==> config.mk <==
export PLATFORM = sky130hd
export DESIGN_NAME = conv_window_sequencer
export DESIGN_NICKNAME = d
export VERILOG_FILES = /design/src/rtl/conv_pkg.sv /design/src/rtl/conv_addr_gen.sv /design/src/rtl/conv_window_sequencer.sv
export SDC_FILE = /design/constraint.sdc
export NUM_CORES = 1
export LEC_CHECK = 0
export CAP_MARGIN = 10
export CORE_AREA = 2 2 109 111
export CTS_CLUSTER_DIAMETER = 200
export DETAILED_ROUTE_END_ITERATION = 10
export DIE_AREA = 0 0 111 113
export PLACE_DENSITY_LB_ADDON = 0.2
export SYNTH_ARGS = -nofsm -noshare
export SYNTH_HDL_FRONTEND = slang
export SYNTH_SLANG_ARGS = --single-unit
==> constraint.sdc <==
create_clock -name clk -period 7.4 [get_ports clk]
set_input_delay 1.11 -clock clk [delete_from_list [all_inputs] [get_ports clk]]
set_output_delay 1.11 -clock clk [all_outputs]
set_load 0.1 [all_outputs]
==> src/rtl/conv_pkg.sv <==
// Shared widths, FSM state encoding and tap-offset helpers for the 3x3 convolution window sequencer.
package conv_pkg;

  localparam int unsigned ADDR_W   = 12;
  localparam int unsigned DATA_W   = 8;
  localparam int unsigned NUM_TAPS = 9;
  localparam int unsigned TAP_W    = 4;

  localparam logic [TAP_W-1:0] LAST_TAP = TAP_W'(NUM_TAPS - 1);

  typedef enum logic [2:0] {
    IDLE,
    READ,
    WAIT_RES,
    WRITE,
    DONE
  } state_t;

  // Row offset of a tap inside the 3x3 window (tap = 3*dy + dx).
  function automatic logic [1:0] tap_dy(input logic [TAP_W-1:0] tap);
    if (tap < TAP_W'(3))      return 2'd0;
    else if (tap < TAP_W'(6)) return 2'd1;
    else                      return 2'd2;
  endfunction

  function automatic logic [1:0] tap_dx(input logic [TAP_W-1:0] tap);
    case (tap)
      TAP_W'(1), TAP_W'(4), TAP_W'(7): return 2'd1;
      TAP_W'(2), TAP_W'(5), TAP_W'(8): return 2'd2;
      default:                         return 2'd0;
    endcase
  endfunction

endpackage

==> src/rtl/conv_addr_gen.sv <==
// Combinational input/output RAM address generation for one window tap.
// CONV_ZERO_PAD_EN selects centred windows with an in-range flag for zero padding.
module conv_addr_gen
  import conv_pkg::*;
#(
  parameter int unsigned IMG_W    = 32,
`ifdef CONV_ZERO_PAD_EN
  parameter int unsigned IMG_H    = 32,
`endif
  parameter int unsigned IN_BASE  = 0,
  parameter int unsigned OUT_BASE = 1024
) (
  input  logic [ADDR_W-1:0] row,
  input  logic [ADDR_W-1:0] col,
  input  logic [TAP_W-1:0]  tap,
  output logic [ADDR_W-1:0] in_addr,
  output logic              in_range,
  output logic [ADDR_W-1:0] out_addr
);

  localparam logic [ADDR_W-1:0] W_A   = ADDR_W'(IMG_W);
  localparam logic [ADDR_W-1:0] IN_B  = ADDR_W'(IN_BASE);
  localparam logic [ADDR_W-1:0] OUT_B = ADDR_W'(OUT_BASE);
`ifdef CONV_ZERO_PAD_EN
  localparam logic [ADDR_W-1:0] H_A   = ADDR_W'(IMG_H);
  localparam logic [ADDR_W-1:0] OUT_W = ADDR_W'(IMG_W);
`else
  localparam logic [ADDR_W-1:0] OUT_W = ADDR_W'(IMG_W - 2);
`endif

  logic [ADDR_W-1:0] rr;
  logic [ADDR_W-1:0] cc;

  always_comb begin
    rr = row + ADDR_W'(tap_dy(tap));
    cc = col + ADDR_W'(tap_dx(tap));
`ifdef CONV_ZERO_PAD_EN
    // rr/cc are pixel coordinates plus one, so 0 and IMG+1 fall outside the image.
    in_range = (rr != '0) && (rr <= H_A) && (cc != '0) && (cc <= W_A);
    in_addr  = IN_B + (rr - ADDR_W'(1)) * W_A + (cc - ADDR_W'(1));
`else
    in_range = 1'b1;
    in_addr  = IN_B + rr * W_A + cc;
`endif
    out_addr = OUT_B + row * OUT_W + col;
  end

endmodule

==> src/rtl/conv_window_sequencer.sv <==
// RAM master that streams 3x3 windows to the MAC and writes each result back.
// CONV_ZERO_PAD_EN enables same-size output with zero-padded border taps.
module conv_window_sequencer
  import conv_pkg::*;
#(
  parameter int unsigned IMG_W    = 32,
  parameter int unsigned IMG_H    = 32,
  parameter int unsigned IN_BASE  = 0,
  parameter int unsigned OUT_BASE = 1024
) (
  input  logic              clk,
  input  logic              rst_n,
  input  logic              start,
  output logic              busy,
  output logic              done,
  output logic              ram_w_en,
  output logic              ram_r_en,
  output logic [ADDR_W-1:0] ram_addr,
  output logic [DATA_W-1:0] ram_wdata,
  input  logic [DATA_W-1:0] ram_rdata,
  output logic              pix_valid,
  output logic [DATA_W-1:0] pix_data,
  output logic [TAP_W-1:0]  pix_tap,
  output logic              pix_last,
  input  logic              res_valid,
  input  logic [DATA_W-1:0] res_data,
  output logic              res_ready
);

`ifdef CONV_ZERO_PAD_EN
  localparam int unsigned COLS = IMG_W;
  localparam int unsigned ROWS = IMG_H;
`else
  localparam int unsigned COLS = IMG_W - 2;
  localparam int unsigned ROWS = IMG_H - 2;
`endif
  localparam logic [ADDR_W-1:0] LAST_COL = ADDR_W'(COLS - 1);
  localparam logic [ADDR_W-1:0] LAST_ROW = ADDR_W'(ROWS - 1);

  state_t            state, nxt_state;
  logic [ADDR_W-1:0] row, col, nxt_row, nxt_col;
  logic [TAP_W-1:0]  tap, nxt_tap;
  logic [DATA_W-1:0] result, nxt_result;
  logic [ADDR_W-1:0] in_addr, out_addr;
  logic              in_range;

  // Next state and counters; outputs are registered from these next values.
  always_comb begin
    nxt_state  = state;
    nxt_row    = row;
    nxt_col    = col;
    nxt_tap    = tap;
    nxt_result = result;
    case (state)
      IDLE: begin
        if (start) begin
          nxt_state = READ;
          nxt_row   = '0;
          nxt_col   = '0;
          nxt_tap   = '0;
        end
      end
      READ: begin
        if (tap == LAST_TAP) begin
          nxt_state = WAIT_RES;
          nxt_tap   = '0;
        end else begin
          nxt_tap = tap + TAP_W'(1);
        end
      end
      WAIT_RES: begin
        if (res_valid) begin
          nxt_result = res_data;
          nxt_state  = WRITE;
        end
      end
      WRITE: begin
        if (col == LAST_COL) begin
          nxt_col = '0;
          nxt_row = row + ADDR_W'(1);
        end else begin
          nxt_col = col + ADDR_W'(1);
        end
        nxt_state = ((row == LAST_ROW) && (col == LAST_COL)) ? DONE : READ;
      end
      DONE:    nxt_state = IDLE;
      default: nxt_state = IDLE;
    endcase
  end

  conv_addr_gen #(
    .IMG_W    (IMG_W),
`ifdef CONV_ZERO_PAD_EN
    .IMG_H    (IMG_H),
`endif
    .IN_BASE  (IN_BASE),
    .OUT_BASE (OUT_BASE)
  ) u_addr_gen (
    .row      (nxt_row),
    .col      (nxt_col),
    .tap      (nxt_tap),
    .in_addr  (in_addr),
    .in_range (in_range),
    .out_addr (out_addr)
  );

`ifdef CONV_ZERO_PAD_EN
  logic pix_rd;
`endif

  always_ff @(posedge clk or negedge rst_n) begin
    if (!rst_n) begin
      state     <= IDLE;
      row       <= '0;
      col       <= '0;
      tap       <= '0;
      result    <= '0;
      busy      <= 1'b0;
      done      <= 1'b0;
      res_ready <= 1'b0;
      ram_r_en  <= 1'b0;
      ram_w_en  <= 1'b0;
      ram_addr  <= '0;
      ram_wdata <= '0;
      pix_valid <= 1'b0;
      pix_tap   <= '0;
      pix_last  <= 1'b0;
`ifdef CONV_ZERO_PAD_EN
      pix_rd    <= 1'b0;
`endif
    end else begin
      state     <= nxt_state;
      row       <= nxt_row;
      col       <= nxt_col;
      tap       <= nxt_tap;
      result    <= nxt_result;
      busy      <= (nxt_state != IDLE);
      done      <= (nxt_state == DONE);
      res_ready <= (nxt_state == WAIT_RES);
      ram_r_en  <= (nxt_state == READ) && in_range;
      ram_w_en  <= (nxt_state == WRITE);
      ram_wdata <= (nxt_state == WRITE) ? nxt_result : '0;
      if ((nxt_state == READ) && in_range) ram_addr <= in_addr;
      else if (nxt_state == WRITE)         ram_addr <= out_addr;
      else                                 ram_addr <= '0;
      // Pixel tags lag the read issue by one cycle to line up with RAM data.
      pix_valid <= (state == READ);
      pix_tap   <= (state == READ) ? tap : '0;
      pix_last  <= (state == READ) && (tap == LAST_TAP);
`ifdef CONV_ZERO_PAD_EN
      pix_rd    <= ram_r_en;
`endif
    end
  end

`ifdef CONV_ZERO_PAD_EN
  assign pix_data = pix_rd ? ram_rdata : '0;
`else
  assign pix_data = pix_valid ? ram_rdata : '0;
`endif

endmodule

==> results.md <==
* Synth area leaders: dfrtp_1 33%, ha_1 13%, fa_1 6.8%
* Clock Latency Late Sink at approximately 0.34 ns
* Endpoints failing setup at 0
* Placed Cells at ~680
* First-pass GRT wire length at 17,900 µm
* Final ANT Viol Nets at 0
* Clock Skews at approximately 0.0065 ns
* PwrDens at 282 nW/µm²
* Core footprint at approximately 11,000 µm²
* Largest net degree at the start of global routing at 63
* DP HPWL at 8180 µm
* # rows at 39
* Buffers on Ports at 58
* Worst Tran Pin Value at 0.979 ns
* CTS clk-pin slew, worst paths at 0.05 ns
* Async SR Flop Fraction at 100%
* Cells after Synth at slightly below 500
* Post-synth EDFFs at 0
* ANT cells at 0
* WL final at 10,500 µm
* Routability cong. at ~0.84
* Syn_area_per_cell at 9.54 µm²
* Largest stage delay, worst path at a little over 0.7 ns
* Syn_nets at roughly 580
* Worst Setup End Kind: register
* Placed inst area at approximately 5400 µm²
* Largest area contributor in the netlist: dfrtp_1
* Required time of the critical path at 7.59 ns
* Prevailing post-synth register cell: dfrtp_1
* TritonCTS Buffers at 9
* Critical-path cell list: clkdlybuf4s50_1, or4b_1, nand3_1, o21ai_0, inv_1, fa_1, inv_1, fa_1, ha_1, a21o_1, a21oi_1, o21bai_1, a21oi_1, o21bai_1, a21oi_1, xor2_1, ha_1, inv_1, ha_1, a21oi_1, o21ai_0, xnor2_1, o22ai_1
* Initial antenna violation count at 0
* Full die area at 12,500 µm²
* Non-filler instance count after layout at 696
* Clk sinks at 62
* Crit Path Class: input port to register
* Most common cell after layout, fill and taps aside: dfrtp_1
* CTS root buffer: clkbuf_16
* Vias in the first global route at 3,675
* Worst rel slew slack at 32.8%
* Postcts setup bufs at 0
* LEAKAGE at 2.73 nW
* DRC Markers at 0
* Layout cell share with drive strength beyond 1 at under 10%
* Pint at 0.000849 W
* F_max at 161 MHz
* Wirelength per Cell at 15.1 µm
* Final hold violation count at 0
* Area Overhead vs Synth at 20.6%
* Crit path max-delay family: adder cells
* TritonCTS clock tree: done
* Initial drt markers at 193
* Most frequent cells in the layout: 62 x dfrtp_1, 57 x clkdlybuf4s50_1, 55 x inv_1
* Crit path buf inv count at 4
* Most used cell, CP: a21oi_1
* Status: complete, no violations
* Finished Cell Area at 5650 µm²
* Seq/Total Area, Yosys at between 30% and 40%
* Synthesis Warnings at 0
* Via Count at 3,690
* Mapped cell area at roughly 4700 µm²
* Max-cap viol count at 0
* Peak VDD IR at about 230 µV
* Cts hold-fix bufs at 0
* Longest Clk Path Bufs at 2
* Tightest Hold Check Type: register to register
* # IOs at between 50 and 60
* Total gr overflow at 0
* CP max stage cell: or4b_1
* WP data arrival at 6.42 ns
* Post-CTS resize count at 0
* Final Cycle Share at 84.1%
* Min Tclk post-route at 6.22 ns
* Initial Util at about two fifths
* Fin. max-slew vios at 0
* Register bit total from synthesis at 62
* Final #Nets at 635
* Startpoint types: input port
* Die Width at 111 µm
* Final setup TNS at 0 ns
* Vias per cell at 5.30
* RSZ-0062 raised after global routing: false
* Switch Pwr at 0.000747 W
* Comb power frac at 49.5%
* Critical path peak fanout at 14
* H-tree levels at 3
* Gr usage total at between 10% and 20%
* Die Ht at 113 µm
* Area share of the largest cell type after synthesis at 33.1%
* Synth cell types at 60
* Clock power frac at 23.2%
* Sw Ratio at 46.8%
* TritonRoute pass-1 iters at 5
* Sequential share of power at 27.3%
## metrics by stage
step                      util (%)  power, W  setup WS (ns)  hold slack, ns
after global routing          50.1   0.00169          0.752           0.542
final                         50.1   0.00160           1.18           0.494
after global placement        47.9   0.00123           1.00           0.478
after CTS                     50.1   0.00161           1.14           0.493
after floorplan                  -   0.00105           1.53           0.446
after detailed placement      47.9   0.00124          0.766           0.483
## per-layer routing
layer | vias to the layer above | track usage [%] | part of all wire, %
li1 | 1800 | - | -
met1 | 1772 | 22.9 | 46
met2 | 95 | 28.8 | 47
met3 | 23 | 2.89 | 3.9
met4 | 0 | 9.92 | 3.6
met5 | - | 0 | 0
## flip-flops by register name (all words and copies together), names as in the netlist, named ones only
name / flops
col: 12
ram_addr: 12
row: 11
ram_wdata: 8
pix_tap: 4
tap: 4
state: 3
busy: 1
done: 1
pix_last: 1
pix_valid: 1
ram_r_en: 1
ram_w_en: 1
res_ready: 1
## power by group through the flow
| stage | Sequential, W | Clock [W] | Combinational [W] |
|---|---|---|---|
| global route | 0.000443 | 0.000394 | 0.000853 |
| floorplan | 0.000625 | 0 | 0.000421 |
| finish | 0.000435 | 0.000371 | 0.000789 |
| global placement | 0.000439 | 0 | 0.000787 |
| detailed placement | 0.000439 | 0 | 0.000797 |
| CTS | 0.000435 | 0.000380 | 0.000796 |
## worst paths after layout
path                                         start                     end  slack [ns]  cells after the start
worst max-delay path                         start  ram_addr[11]$_DFF_PN0_        1.18                     23
worst min-delay path                      register                register        0.49                      1
worst max register to register  state[1]$_DFF_PN0_  ram_addr[11]$_DFF_PN0_        1.48                     21
worst min register to register            register                register        0.49                      1
max in group asynchronous                    rst_n        col[2]$_DFF_PN0_        5.94                      2
min in group asynchronous                    rst_n  ram_wdata[1]$_DFF_PN0_        0.94                      2
## worst reg2reg max path, delay by kind of cell (launching register included)
kind / cells / cell delay [ns]
adders and majority gates: 5 / 2.00
AOI/OAI and AO/OA: 6 / 1.39
and+or+nand+nor: 4 / 1.15
DFF: 1 / 0.56
buffers and inverters: 4 / 0.38
xor gates and xnor gates: 2 / 0.32
## synthesized netlist by cell type, types with 2 or more instances
cell type  number
a31oi_1         3
o21a_1          3
nand3b_1        3
and3_1          5
nor2b_1         3
buf_2           5
ha_1           49
nor2_1         23
fa_1           16
nand2b_1        4
nor4_4          2
xnor2_1        25
inv_1          55
dfrtp_1        62
mux2i_1         8
o21bai_1        4
o21ai_1         3
a21o_1          8
xor2_1         16
and4_1          4
clkbuf_1        4
nand3_1        18
a21oi_1        21
a31o_2          2
nor4_1          3
nand2_1        44
o31ai_1         3
nor3_1          5
o21ai_0        21
nand4_1         6
and2_1         21
clkbuf_2        2
or3_1           3
o22ai_1         9
o41ai_1         3
## cells by family after synthesis
| family | count (synthesis) | share of synthesized area, % |
|---|---|---|
| and+or+nand+nor | 155 | 18.5 |
| buffers and inverters | 67 | 5.71 |
| DFF | 62 | 33.1 |
| AOI/OAI and AO/OA | 88 | 11.9 |
| xor gates and xnor gates | 42 | 8.17 |
| muxes | 11 | 2.56 |
| adders and majority gates | 66 | 20.1 |
## area by class of cell
cell class	instances	area [µm²]
Timing Repair Buffer	60	591
Clock inverter	2	10.0
Tap cell	143	179
Clock buffer	12	246
Fill cell	1059	5620
Inverter	55	206
Sequential cell	62	1550
Multi-Input combinational cell	362	2870
Note: power is estimated with default switching activity, not from simulation.
